$ cat config.mk
export PLATFORM = sky130hd
export DESIGN_NAME = secded_decoder_pipe
export DESIGN_NICKNAME = d
export VERILOG_FILES = /design/src/rtl/ecc_pkg.sv /design/src/rtl/secded_syndrome.sv /design/src/rtl/secded_decoder_pipe.sv
export SDC_FILE = /design/constraint.sdc
export NUM_CORES = 1
export LEC_CHECK = 0
export BUFFER_PORTS_ARGS = -buffer_cell sky130_fd_sc_hd__buf_2
export CORE_MARGIN = 2
export CORE_UTILIZATION = 55
export CTS_BUF_LIST = sky130_fd_sc_hd__clkbuf_4
export CTS_CLUSTER_SIZE = 16
export DETAILED_ROUTE_END_ITERATION = 10
export PLACE_DENSITY = 0.79
export SLEW_MARGIN = 20
export SYNTH_ARGS = -nofsm -noshare
export SYNTH_HDL_FRONTEND = slang
export SYNTH_SLANG_ARGS = --single-unit
$ cat constraint.sdc
create_clock -name clk -period 11.16 [get_ports clk]
set_input_delay 1.116 -clock clk [delete_from_list [all_inputs] [get_ports clk]]
set_output_delay 1.116 -clock clk [all_outputs]
set_load 0.05 [all_outputs]
$ cat src/rtl/ecc_pkg.sv
// SEC-DED helper package: H-matrix column lookup, syndrome-to-bit mapping, error class.
// Pure functions and types, no latency.
// No flow control.
package ecc_pkg;

    typedef enum logic [1:0] {
        CLEAN = 2'd0,
        CE    = 2'd1,
        DUE   = 2'd2
    } err_class_e;

    localparam int SYN_INVALID = -1;

    // Codeword bit k: k<r is check bit k, k==r is overall parity, k>r is data bit k-r-1.
    function automatic int unsigned h_col(int unsigned k, int unsigned data_w, int unsigned r);
        int unsigned c;
        c = 0;
        if (k < r) begin
            c = 32'd1 << k;
        end else if (k > r && k <= r + data_w) begin
            // Start at the data index offset past {1,2}, then skip each power of two passed.
            c = k - r + 2;
            for (int j = 2; j < 32; j++) begin
                if ((32'd1 << j) <= c) c = c + 1;
            end
        end
        return c;
    endfunction

    // Returns the codeword bit index whose column equals s, or SYN_INVALID.
    function automatic int syn_to_idx(int unsigned s, int unsigned data_w, int unsigned r);
        int unsigned msb;
        int unsigned off;
        int          idx;
        msb = 0;
        idx = SYN_INVALID;
        for (int j = 0; j < 32; j++) begin
            if (s[j]) msb = j;
        end
        off = s - msb - 2;
        if (s == 0 || s >= (32'd1 << r)) begin
            idx = SYN_INVALID;
        end else if ((s & (s - 1)) == 0) begin
            idx = int'(msb);
        end else if (off < data_w) begin
            idx = int'(r + 1 + off);
        end
        return idx;
    endfunction

endpackage

$ cat src/rtl/secded_syndrome.sv
// Combinational Hamming syndrome and overall parity of a {data, check} codeword.
// Zero latency.
// No flow control; with check bits tied to zero it yields the encoder's check bits.
module secded_syndrome
    import ecc_pkg::*;
#(
    parameter int DATA_W = 128,
    parameter int CHK_W  = 9
) (
    input  logic [DATA_W+CHK_W-1:0] codeword,
    output logic [CHK_W-2:0]        syn,
    output logic                    parity
);
    localparam int R = CHK_W - 1;
    localparam int N = DATA_W + CHK_W;

    logic [R-1:0] term [N];

    generate
        for (genvar k = 0; k < N; k++) begin : g_col
            localparam int unsigned COL = h_col(k, DATA_W, R);
            assign term[k] = codeword[k] ? COL[R-1:0] : '0;
        end
    endgenerate

    always_comb begin
        syn = '0;
        for (int k = 0; k < N; k++) begin
            syn = syn ^ term[k];
        end
    end

    assign parity = ^codeword;

endmodule

$ cat src/rtl/secded_decoder_pipe.sv
// Two-stage SEC-DED decoder with run-time correct enable, CE/DUE counters and first-error log.
// Latency 2 cycles from input handshake to out_valid; one word per cycle.
// Each stage advances when the next is empty or draining; outputs held while out_ready=0.
module secded_decoder_pipe
    import ecc_pkg::*;
#(
    parameter int DATA_W = 128,
    parameter int CHK_W  = 9,
    parameter int CNT_W  = 16
) (
    input  logic                    clk,
    input  logic                    rst,
    input  logic                    in_valid,
    output logic                    in_ready,
    input  logic [DATA_W+CHK_W-1:0] in_codeword,
    input  logic                    corr_en,
    output logic                    out_valid,
    input  logic                    out_ready,
    output logic [DATA_W-1:0]       out_data,
    output logic                    out_ce,
    output logic                    out_due,
    output logic [CHK_W-1:0]        out_syndrome,
    output logic [CNT_W-1:0]        ce_cnt,
    output logic [CNT_W-1:0]        due_cnt,
    input  logic                    cnt_clr,
    output logic                    log_valid,
    output logic [CHK_W-1:0]        log_syndrome,
    output logic                    log_due,
    input  logic                    log_clr
);
    localparam int R = CHK_W - 1;
    localparam logic [DATA_W-1:0] DATA_ONE = {{(DATA_W-1){1'b0}}, 1'b1};
    localparam logic [CNT_W-1:0]  CNT_ONE  = {{(CNT_W-1){1'b0}}, 1'b1};
    localparam logic [CNT_W-1:0]  CNT_MAX  = '1;

    generate
        if (DATA_W > (1 << R) - R - 1) begin : g_width_check
            $error("secded_decoder_pipe: DATA_W too large for CHK_W");
        end
    endgenerate

    logic              s1_valid;
    logic              s2_valid;
    logic              s2_adv;
    logic              s1_corr;
    logic [DATA_W-1:0] s1_data;
    logic [CHK_W-1:0]  s1_syn;
    logic [R-1:0]      in_s;
    logic              in_p;
    err_class_e        cls;
    logic [DATA_W-1:0] flip;
    int                idx;
    logic              hs;
    logic              ev_ce;
    logic              ev_due;

    secded_syndrome #(.DATA_W(DATA_W), .CHK_W(CHK_W)) u_syndrome (
        .codeword (in_codeword),
        .syn      (in_s),
        .parity   (in_p)
    );

    assign s2_adv    = !s2_valid || out_ready;
    assign in_ready  = !s1_valid || s2_adv;
    assign out_valid = s2_valid;

    always_ff @(posedge clk or posedge rst) begin
        if (rst) begin
            s1_valid <= 1'b0;
            s1_data  <= '0;
            s1_syn   <= '0;
            s1_corr  <= 1'b0;
        end else begin
            if (in_ready) s1_valid <= in_valid;
            if (in_valid && in_ready) begin
                s1_data <= in_codeword[DATA_W+CHK_W-1:CHK_W];
                s1_syn  <= {in_p, in_s};
                s1_corr <= corr_en;
            end
        end
    end

    // A nonzero syndrome with even parity, or any error in detect-only mode, is uncorrectable.
    always_comb begin
        idx  = syn_to_idx(32'(s1_syn[R-1:0]), DATA_W, R);
        cls  = CLEAN;
        flip = '0;
        if (s1_syn == '0) begin
            cls = CLEAN;
        end else if (!s1_corr || !s1_syn[R]) begin
            cls = DUE;
        end else if (s1_syn[R-1:0] == '0) begin
            cls = CE;
        end else if (idx != SYN_INVALID) begin
            cls = CE;
            if (idx > R) flip = DATA_ONE << (idx - R - 1);
        end else begin
            cls = DUE;
        end
    end

    always_ff @(posedge clk or posedge rst) begin
        if (rst) begin
            s2_valid     <= 1'b0;
            out_data     <= '0;
            out_ce       <= 1'b0;
            out_due      <= 1'b0;
            out_syndrome <= '0;
        end else if (s2_adv) begin
            s2_valid <= s1_valid;
            if (s1_valid) begin
                out_data     <= s1_data ^ flip;
                out_ce       <= (cls == CE);
                out_due      <= (cls == DUE);
                out_syndrome <= s1_syn;
            end
        end
    end

    assign hs     = out_valid && out_ready;
    assign ev_ce  = hs && out_ce;
    assign ev_due = hs && out_due;

    always_ff @(posedge clk or posedge rst) begin
        if (rst) begin
            ce_cnt  <= '0;
            due_cnt <= '0;
        end else begin
            if (cnt_clr)                          ce_cnt <= ev_ce ? CNT_ONE : '0;
            else if (ev_ce && ce_cnt != CNT_MAX)  ce_cnt <= ce_cnt + CNT_ONE;
            if (cnt_clr)                          due_cnt <= ev_due ? CNT_ONE : '0;
            else if (ev_due && due_cnt != CNT_MAX) due_cnt <= due_cnt + CNT_ONE;
        end
    end

    // A clear in the same cycle as an error re-arms and captures that error.
    always_ff @(posedge clk or posedge rst) begin
        if (rst) begin
            log_valid    <= 1'b0;
            log_syndrome <= '0;
            log_due      <= 1'b0;
        end else if ((ev_ce || ev_due) && (!log_valid || log_clr)) begin
            log_valid    <= 1'b1;
            log_syndrome <= out_syndrome;
            log_due      <= out_due;
        end else if (log_clr) begin
            log_valid    <= 1'b0;
            log_syndrome <= '0;
            log_due      <= 1'b0;
        end
    end

endmodule

# Word level (Yosys, flattened, before mapping)
# Index checks and enable logic that the tools add are counted.
[classes]
magnitude_cmp = 2
n_reduce_logical = 25
muxes = 166
eq_ne = 5
bitwise_logic = 137
addsub = 8
shifts = 1
[ops]
columns = ["op", "n"]
rows = [
  ["$xor A8 B8 Y8", 135],
  ["$mux W128", 5],
  ["$mux W7", 64],
  ["$mux W32", 9],
  ["$mux W6", 32],
  ["$reduce_xor A137 Y1", 1],
  ["$shl A1 B32 Y128 const A", 1],
  ["$xor A128 B128 Y128", 1],
  ["$mux W5", 16],
  ["$mux W8", 9],
  ["$mux W16", 4],
  ["$sub A32 B2 Y32 const B", 2],
  ["$add A16 B1 Y16 const B", 2],
  ["$add A4 B32 Y32 const A", 1],
  ["$and A8 B32 Y32", 1],
  ["$gt A32 B5 Y1 const B", 1],
  ["$logic_not A32 Y1", 1],
  ["$lt A32 B8 Y1 const B", 1],
  ["$mux W4", 8],
  ["$ne A16 B16 Y1 const B", 2],
  ["$ne A32 B1 Y1 const B", 1],
  ["$sub A32 B5 Y32 const B", 1],
  ["$sub A8 B32 Y32", 1],
  ["$mux W9", 2],
  ["13 further kinds", 43],
]
[word_totals]
register_bits = 322
inputBits = 144
wordCells = 358
out_inout_bits = 184

# Longest topological paths before layout
# Gate-level depths: netlist of the first run.
[depth]
ltp_word = 136
mapped_depth = 30
depth_no_buf = 28

# Cells and area by module
# A second synthesis of the first run with hierarchy kept.
[unflattened]
hier_cells = 1722
hier_area_um2 = 18233.7
[by_module_without_submodules]
columns = ["mod", "cells_per_inst", "n_inst", "area_each_um2", "seq_area_each_um2"]
rows = [
  ["secded_decoder_pipe", 1475, 1, 15641.3, 8057.7],
  ["secded_syndrome", 247, 1, 2592.5, 0.0],
]

# Worst setup path before layout of the first run
# No wires, ideal clock.
[synth_path]
path_kind = "register to register"
start = "register s1_syn[4]"
end = "register out_data[84]"
period_less_slack_ns = 6.051
required_time_ns = 11.019
setup_time_ns = 0.141
arrival_ns = 5.910
slack_ns = 5.109
path_stages_with_launch = 31
path_buffers = 3
cell_sequence = "dfrtp_1 clkbuf_1 o21bai_1 a21oi_1 or2_2 ha_1 inv_1 ha_1 fa_1 nand2_1 nand2b_1 nor4_1 ha_1 nand2b_1 a21oi_1 a21boi_0 and3_1 nor2_1 nor2_1 ha_1 o211ai_1 o211ai_1 nand2_1 a21oi_1 xor2_1 nand2_1 buf_2 or3_4 buf_2 o311ai_1 o311ai_1"
[synth_between]
elab_chain_cells = 19
elab_cells_between_ends = 27
cone_classes = "add/sub (6); order compare (2); eq/ne (1); shift (1); mux (12); bitwise (2); reduce/logical (3)"
[synth_lines]
columns = ["element", "line_no", "rtl"]
rows = [
  ["from (decl)", "secded_decoder_pipe.sv:47", "logic [CHK_W-1:0] s1_syn;"],
  ["from (signal assigned)", "secded_decoder_pipe.sv:77", "s1_syn <= {in_p, in_s};"],
  ["$mux W32 (4 in a row)", "ecc_pkg.sv:38", "if (s[j]) msb = j;"],
  ["$sub A8 B32 Y32", "ecc_pkg.sv:40", "off = s - msb - 2;"],
  ["$sub A32 B2 Y32", "ecc_pkg.sv:40", ""],
  ["$add A4 B32 Y32 or $lt A32 B8 Y1 (tied branches)", "ecc_pkg.sv:46, ecc_pkg.sv:45", ""],
  ["$mux W32", "ecc_pkg.sv:45", "end else if (off < data_w) begin"],
  ["$mux W32", "ecc_pkg.sv:43", "end else if ((s & (s - 1)) == 0) begin"],
  ["$mux W32", "ecc_pkg.sv:41", "if (s == 0 || s >= (32'd1 << r)) begin"],
  ["$sub A32 B5 Y32", "secded_decoder_pipe.sv:96", "if (idx > R) flip = DATA_ONE << (idx - R - 1);"],
  ["$sub A32 B2 Y32", "secded_decoder_pipe.sv:96", ""],
  ["$shl A1 B32 Y128", "secded_decoder_pipe.sv:96", ""],
  ["$mux W128", "secded_decoder_pipe.sv:96", ""],
  ["$mux W128", "secded_decoder_pipe.sv:94", "end else if (idx != SYN_INVALID) begin"],
  ["$mux W128", "secded_decoder_pipe.sv:92", "end else if (s1_syn[R-1:0] == '0) begin"],
  ["$mux W128", "secded_decoder_pipe.sv:90", "end else if (!s1_corr || !s1_syn[R]) begin"],
  ["$mux W128 (*)", "secded_decoder_pipe.sv:88", "if (s1_syn == '0) begin"],
  ["$xor A128 B128 Y128 (*)", "secded_decoder_pipe.sv:112", "out_data <= s1_data ^ flip;"],
  ["to (signal assigned)", "secded_decoder_pipe.sv:112", ""],
  ["to (decl)", "secded_decoder_pipe.sv:19", "output logic [DATA_W-1:0] out_data,"],
]
# Mark *: on every way between the ends. The rest lies on a longest branch, timed or not.
# A chain may end at the register's enable or synchronous reset.

# Worst setup path in the final report of the first run
[layout_path]
start = "register s1_syn[4]"
end = "register out_data[66]"
# The elaborated chain is that of the path after synthesis.

==> reports/results.txt, run 1 <==
Status: complete, no violations
Fill count: 2,664
Setup violators final: 0
Post-detailed-route via-to-cell ratio: 6.43
Critical path peak fanout: 28
Slowest stage cell, crit path: nand2_1
Slew margin rel.: 21.2%
Core area: 32,400 um2
Fin. max-slew vios: 0
RSZ-0062 raised after global routing: no
Total GRT Usage: 36.1%
Total number of vias: 16,000
Cells after Synth: 1,674
IO Port Bufs: 327
Routed len/inst: 24.9 um
First-pass GRT wire length: 91.5 mm
TNS Setup: 0 ps
Leading cell type in the layout, fill and taps excluded: buf_2
Placed wire-length estimate: 42.8 mm
Worst endpoint data arrival time: 8440 ps
Mean Syn Cell Area: 10.7 um2
Register area: 8060 um2
Drt total wl: 61.9 mm
Post-Syn Area: 17,900 um2
Sequential element share of the synthesized area: 44.9%
Max Fclk: 127 MHz
Final worst path period share: 70.6%
Pin count of the biggest net entering global routing: 108
Fin nets: 2,146
R2R Setup Slk: 3280 ps
Die ar.: 34,100 um2
Cts repair resizes: 0
Pre-Repair DR Iteration Count: 5
Final hold violation count: 0
Worst Tran Pin Value: 1180 ps
Min cycle time layout: 7880 ps
FF-to-FF path depth: 25
Initial Utilization: 55.4%
Final Cell Area: 20,800 um2
Crit path from: s1_syn[4]$_DFFE_PP0P_
IO Pins: 328
Multi-input logic area: 9390 um2
Die Width: 185 um
Delay-heaviest family, CP: simple AND/OR/NAND/NOR gates
Synthesized flop and latch total: 322
Iter 0 DRT Violations: 1,666
Die Ht: 185 um
Critical path startpoint category: register
Worst slack on hold paths: 487 ps
Post-synthesis cell type count: 78
Clock sink count: 322
Max-cap violations: 0
Crit. path cell count: 25
Post-CTS Hold Fix Bufs: 0
Overflow after GRT: 0
Max stage delay on crit path: 860 ps
Worst-skew pair later-pin latency: 760 ps
Clock Path Buffers: 3
Worst flop-to-flop path startpoint: s1_syn[4]$_DFFE_PP0P_
Prevailing post-synth register cell: dfrtp_1
Number of routed nets with antenna violations: 0
Post-CTS Setup Inserts: 0
Clk pin slew, worst setup/hold paths: 70 ps
Commonest cells after routing, fill and taps aside: buf_2, dfrtp_1, xnor2_1, o311ai_1, nand2_1
Area delta synth->final: 16.1%
Fin Clk Skew: 53.9 ps
Rows: 66
Max VDD drop: 0.475 mV
CTS H-tree depth: 3
Reg2reg end: out_data[66]$_DFFE_PP0P_
Static Leak: 8.80 nW
CP endpoint kind: register
CP Class: register to register
Post-synth EDFFs: 0
Residual DRC: 0
Final GP Congestion: 0.953
Cell Area, Placed: 19,800 um2
CTS buffer count: 87
Vias in the first global route: 15,500
Buf/Inv on CP: 2
Min-Delay Path Class: register to register
PwrDens: 356 nW/um2
Critical Path End: out_data[66]$_DFFE_PP0P_
Critical Path RT: 11,720 ps
Asr flop ratio synth: 100%
Synth warn: 0
Fraction of layout cells with a size suffix above 1: 31.5%
Initial antenna violation count: 7
CTS tree: built
Syn_nets: 1,832
Root Buffer: clkbuf_4
[worst min-delay path by stage]
stage | startpoint | end | depth (start not counted)
finish | out_data[30]$_DFFE_PP0P_ | out_data[30]$_DFFE_PP0P_ | 2
global route | out_data[19]$_DFFE_PP0P_ | out_data[19]$_DFFE_PP0P_ | 2
CTS | out_data[30]$_DFFE_PP0P_ | out_data[30]$_DFFE_PP0P_ | 2
detailed placement | out_data[30]$_DFFE_PP0P_ | out_data[30]$_DFFE_PP0P_ | 2
global placement | out_data[91]$_DFFE_PP0P_ | out_data[91]$_DFFE_PP0P_ | 2
floorplan | s1_valid$_DFFE_PP0N_ | out_valid$_DFFE_PP0P_ | 1
[metal layers]
| layer | part of all wire [%] | wire length [um] | vias up | GRT usage (%) |
|---|---|---|---|---|
| met5 | 0.045 | 28 | - | 0 |
| met4 | 6.6 | 4100 | 4 | 21.0 |
| met3 | 11 | 6590 | 260 | 9.21 |
| met2 | 45 | 28100 | 1121 | 56.1 |
| met1 | 37 | 23200 | 7758 | 45.8 |
| li1 | - | - | 6837 | - |
[cell families after synthesis]
group | after synthesis | share of synthesized area, %
multiplexers | 132 | 8.29
XOR/XNOR | 317 | 15.7
adder cells (fa/ha/maj) | 14 | 1.02
buffers and inverters | 131 | 3.01
AND/OR/NAND/NOR | 403 | 10.7
AO/OA/AOI/OAI | 355 | 16.4
flip-flops | 322 | 44.9
[Yosys cell counts (4+ instances only)]
library cell  count  area (um2)
dfrtp_1         322        8060
xnor2_1         252        2210
o311ai_1        220        1930
nand2_1         216         811
mux2_2          130        1460
clkbuf_1         87         327
xor2_1           61         534
nor2_1           48         180
o21ai_0          34         170
o211ai_1         21         158
or3_1            21         131
buf_2            19        95.1
inv_1            19        71.3
a21oi_1          18        90.1
nand2b_1         18         113
nand3_1          17        85.1
ha_1             13         163
and2_1           10        62.6
nand4_1          10        62.6
nor3_1           10        50.1
and3_1            9        56.3
a221o_1           8        80.1
o311a_1           8        80.1
or2_2             7        43.8
a211o_1           5        43.8
a211oi_1          4        30.0
nand3b_1          4        30.0
o21ai_1           4        20.0
o311ai_0          4        35.0
o31ai_1           4        30.0
or2_0             4        25.0
or2_1             4        25.0
[metrics by stage]
| step | utilization (%) | worst slack [ps] | instances | total power (W) |
|---|---|---|---|---|
| finish | 64.3 | 3280 | 2486 | 0.00741 |
| global route | 64.3 | 2710 | 2485 | 0.00772 |
| CTS | 64.3 | 3210 | 2483 | 0.00727 |
| detailed placement | 61.1 | 3230 | 2341 | 0.00624 |
| global placement | 61.1 | 3440 | 2341 | 0.00619 |
| floorplan | - | 1130 | 1674 | 0.00490 |
[power breakdown]
part,total [W],switching [W],internal [W]
combinational,0.00477,0.00356,0.00121
sequential,0.00162,0.000227,0.00139
clock,0.00102,0.000499,0.000522
total,0.00741,0.00428,0.00312
[final cells by class]
type / count / area share (%)
multi-input combinational: 1221 / 45.1
sequential: 322 / 38.7
timing repair buffer: 336 / 8.22
clock buffer: 129 / 4.65
tap: 442 / 2.66
inverter: 20 / 0.396
clock inverter: 13 / 0.282
antenna: 3 / 0.0360
[worst reg2reg max path, stage by stage, from the launching register on]
cell,delay (ps)
dfrtp_1,580
nor4_2,710
inv_2,120
ha_1,310
inv_1,60
fa_1,470
nand2_1,130
nand2b_1,90
nor4_1,310
ha_1,180
nand2b_1,50
a21oi_1,290
a21boi_0,340
and3_1,200
nor2_1,40
nor2_1,380
ha_1,330
nand2b_1,90
o211ai_1,170
nand2_1,100
a31o_1,240
o211a_1,320
nor2_1,610
nand2_1,870
o311ai_1,550
o311ai_1,170
[sequential cells by signal, summed over array words and instances, names as in the netlist, 9 cells and up]
name / count
ce_cnt: 16
log_syndrome: 9
s1_syn: 9
out_syndrome: 9
out_data: 128
due_cnt: 16
s1_data: 128
No activity file was read; power rests on OpenSTA's default activity.
==> run 2, diff against run 1 <==
--- a/config.mk
+++ b/config.mk
@@ -7,11 +7,11 @@
 export LEC_CHECK = 0
 export BUFFER_PORTS_ARGS = -buffer_cell sky130_fd_sc_hd__buf_2
 export CORE_MARGIN = 2
-export CORE_UTILIZATION = 55
+export CORE_UTILIZATION = 53
 export CTS_BUF_LIST = sky130_fd_sc_hd__clkbuf_4
 export CTS_CLUSTER_SIZE = 16
 export DETAILED_ROUTE_END_ITERATION = 10
-export PLACE_DENSITY = 0.79
+export PLACE_DENSITY = 0.8
 export SLEW_MARGIN = 20
 export SYNTH_ARGS = -nofsm -noshare
 export SYNTH_HDL_FRONTEND = slang
==> constraint.sdc (replaced) <==
create_clock -name clk -period 7.2 [get_ports clk]
set_input_delay 0.72 -clock clk [delete_from_list [all_inputs] [get_ports clk]]
set_output_delay 0.72 -clock clk [all_outputs]
set_load 0.05 [all_outputs]
==> reports/results.txt, run 2 (synthesis results as in run 1) <==
Worst Tran Pin Value: 1030 ps
Vias in the first global route: 16,300
Initial Utilization: 53.6%
Placed wire-length estimate: 45.5 mm
Dpl cells: 2,396
Drt total wl: 63.7 mm
Min-Delay Path Class: input port to register
Min cycle time layout: 6660 ps
Routed len/inst: 24.9 um
Max-cap violations: 0
Overflow after GRT: 0
Post-detailed-route via-to-cell ratio: 6.39
Die Ht: 188 um
Max Fclk: 150 MHz
FF-to-FF path depth: 27
TNS Setup: 0 ps
Fin. max-slew vios: 0
Non-Filler Instances: 2,554
Worst endpoint data arrival time: 7260 ps
Setup violators final: 0
Total number of vias: 16,300
IO Pins: 328
CP Class: register to register
CP endpoint kind: register
CTS tree: built
Final hold violation count: 0
Fin nets: 2,196
Residual DRC: 0
Clock Path Buffers: 3
Clk pin slew, worst setup/hold paths: 80 ps
Number of routed nets with antenna violations: 0
IO Port Bufs: 327
Area delta synth->final: 19.0%
Hold Crit Depth: 2
Initial antenna violation count: 3
Fraction of layout cells with a size suffix above 1: 33.1%
Critical Path RT: 7800 ps
Worst-skew pair later-pin latency: 790 ps
Slew margin rel.: 31.2%
Regs by FF count: out_data x128, s1_data x128
CTS H-tree depth: 3
Die ar.: 35,300 um2
Clock sink count: 322
Critical path startpoint category: register
Die Width: 188 um
Rows: 67
Final worst path period share: 92.5%
First-pass GRT wire length: 95.8 mm
RSZ-0062 raised after global routing: no
Leading cell type in the layout, fill and taps excluded: buf_2
CTS buffer count: 86
Pre-Repair DR Iteration Count: 6
Core area: 33,400 um2
Root Buffer: clkbuf_4
Critical path peak fanout: 11
Pin count of the biggest net entering global routing: 129
Status: complete, no violations
Iter 0 DRT Violations: 1,993
Fill count: 2,707
Final GP Congestion: 0.923
Post-CTS Setup Inserts: 0
Total GRT Usage: 35.8%
Commonest cells after routing, fill and taps aside: buf_2, dfrtp_1, xnor2_1, o311ai_1, nand2_1
Fin Clk Skew: 52.5 ps
run 2: cell count changes in the layout (fill, tap and decap cells not counted), sizes merged:
cell / previous run / this run
dlygate4sd3: 0 / 1
clkinv: 9 / 20
buf: 336 / 386
clkinvlp: 0 / 3
bufinv: 0 / 1
diode: 3 / 4
clkbuf: 129 / 125
inv: 24 / 23
run 2: critical path: stages (launching register included):
cell	delay [ps]
dfrtp_1	540
inv_1	220
o311ai_0	200
ha_1	320
inv_1	40
ha_1	230
fa_1	430
nand2_1	120
nand2b_1	90
nor4_1	320
ha_1	310
nand2b_1	90
a21oi_1	50
a21boi_0	160
and3_1	250
nor2_1	110
nor2_2	90
ha_1	290
o211ai_1	110
o211ai_1	120
nand2_1	150
a21oi_2	110
a22o_1	290
a211oi_2	490
nor4b_2	530
nand2_1	180
buf_4	240
o311ai_0	430
run 2: routing by layer:
metal / GRT usage [%] / routed length (um)
met5: 0 / 13
met1: 43.5 / 22900
met4: 24.5 / 4600
met2: 54.9 / 29000
met3: 10.7 / 7220
run 2: what timing repair did:
action                                  4_1_cts  5_1_grt
endpoints found under the hold margin         0       17
hold buffers                                  0        1
resized for setup                             0        4
endpoints found under the setup margin        0      114
run 2: final timing paths:
kind | from | to | slack (ps)
max in group asynchronous | rst | ce_cnt[3]$_DFFE_PP0P_ | 5370
hold / removal | corr_en | s1_corr$_DFFE_PP0P_ | 190
setup / recovery | s1_syn[6]$_DFFE_PP0P_ | out_data[95]$_DFFE_PP0P_ | 540
min in group asynchronous | rst | out_data[99]$_DFFE_PP0P_ | 510
setup reg to reg | s1_syn[6]$_DFFE_PP0P_ | out_data[95]$_DFFE_PP0P_ | 540
hold reg to reg | out_data[92]$_DFFE_PP0P_ | out_data[92]$_DFFE_PP0P_ | 480
run 2: through the flow:
step / hold WS, ps / setup WS [ps] / instance area [um2] / utilization, %
global placement: 467 / 616 / 20200 / 60.5
detailed placement: 469 / 351 / 20200 / 60.5
floorplan: 471 / 1150 / 17900 / -
finish: 192 / 542 / 21400 / 63.8
global route: 162 / 99.9 / 21300 / 63.8
CTS: 134 / 349 / 21300 / 63.7
run 2: area by class of cell:
cell class | count | area, um2 | share of cell area [%]
tap | 448 | 561 | 2.63
timing repair buffer | 387 | 2180 | 10.2
clock buffer | 125 | 938 | 4.39
inverter | 20 | 78.8 | 0.369
sequential | 322 | 8060 | 37.7
multi-input combinational | 1221 | 9390 | 44.0
clock inverter | 27 | 140 | 0.656
antenna | 4 | 10.0 | 0.0469
Power of run 2 is left out: the tool's default activity adds up to more than one toggle a clock period on the data nets, which glitch-free logic cannot reach.
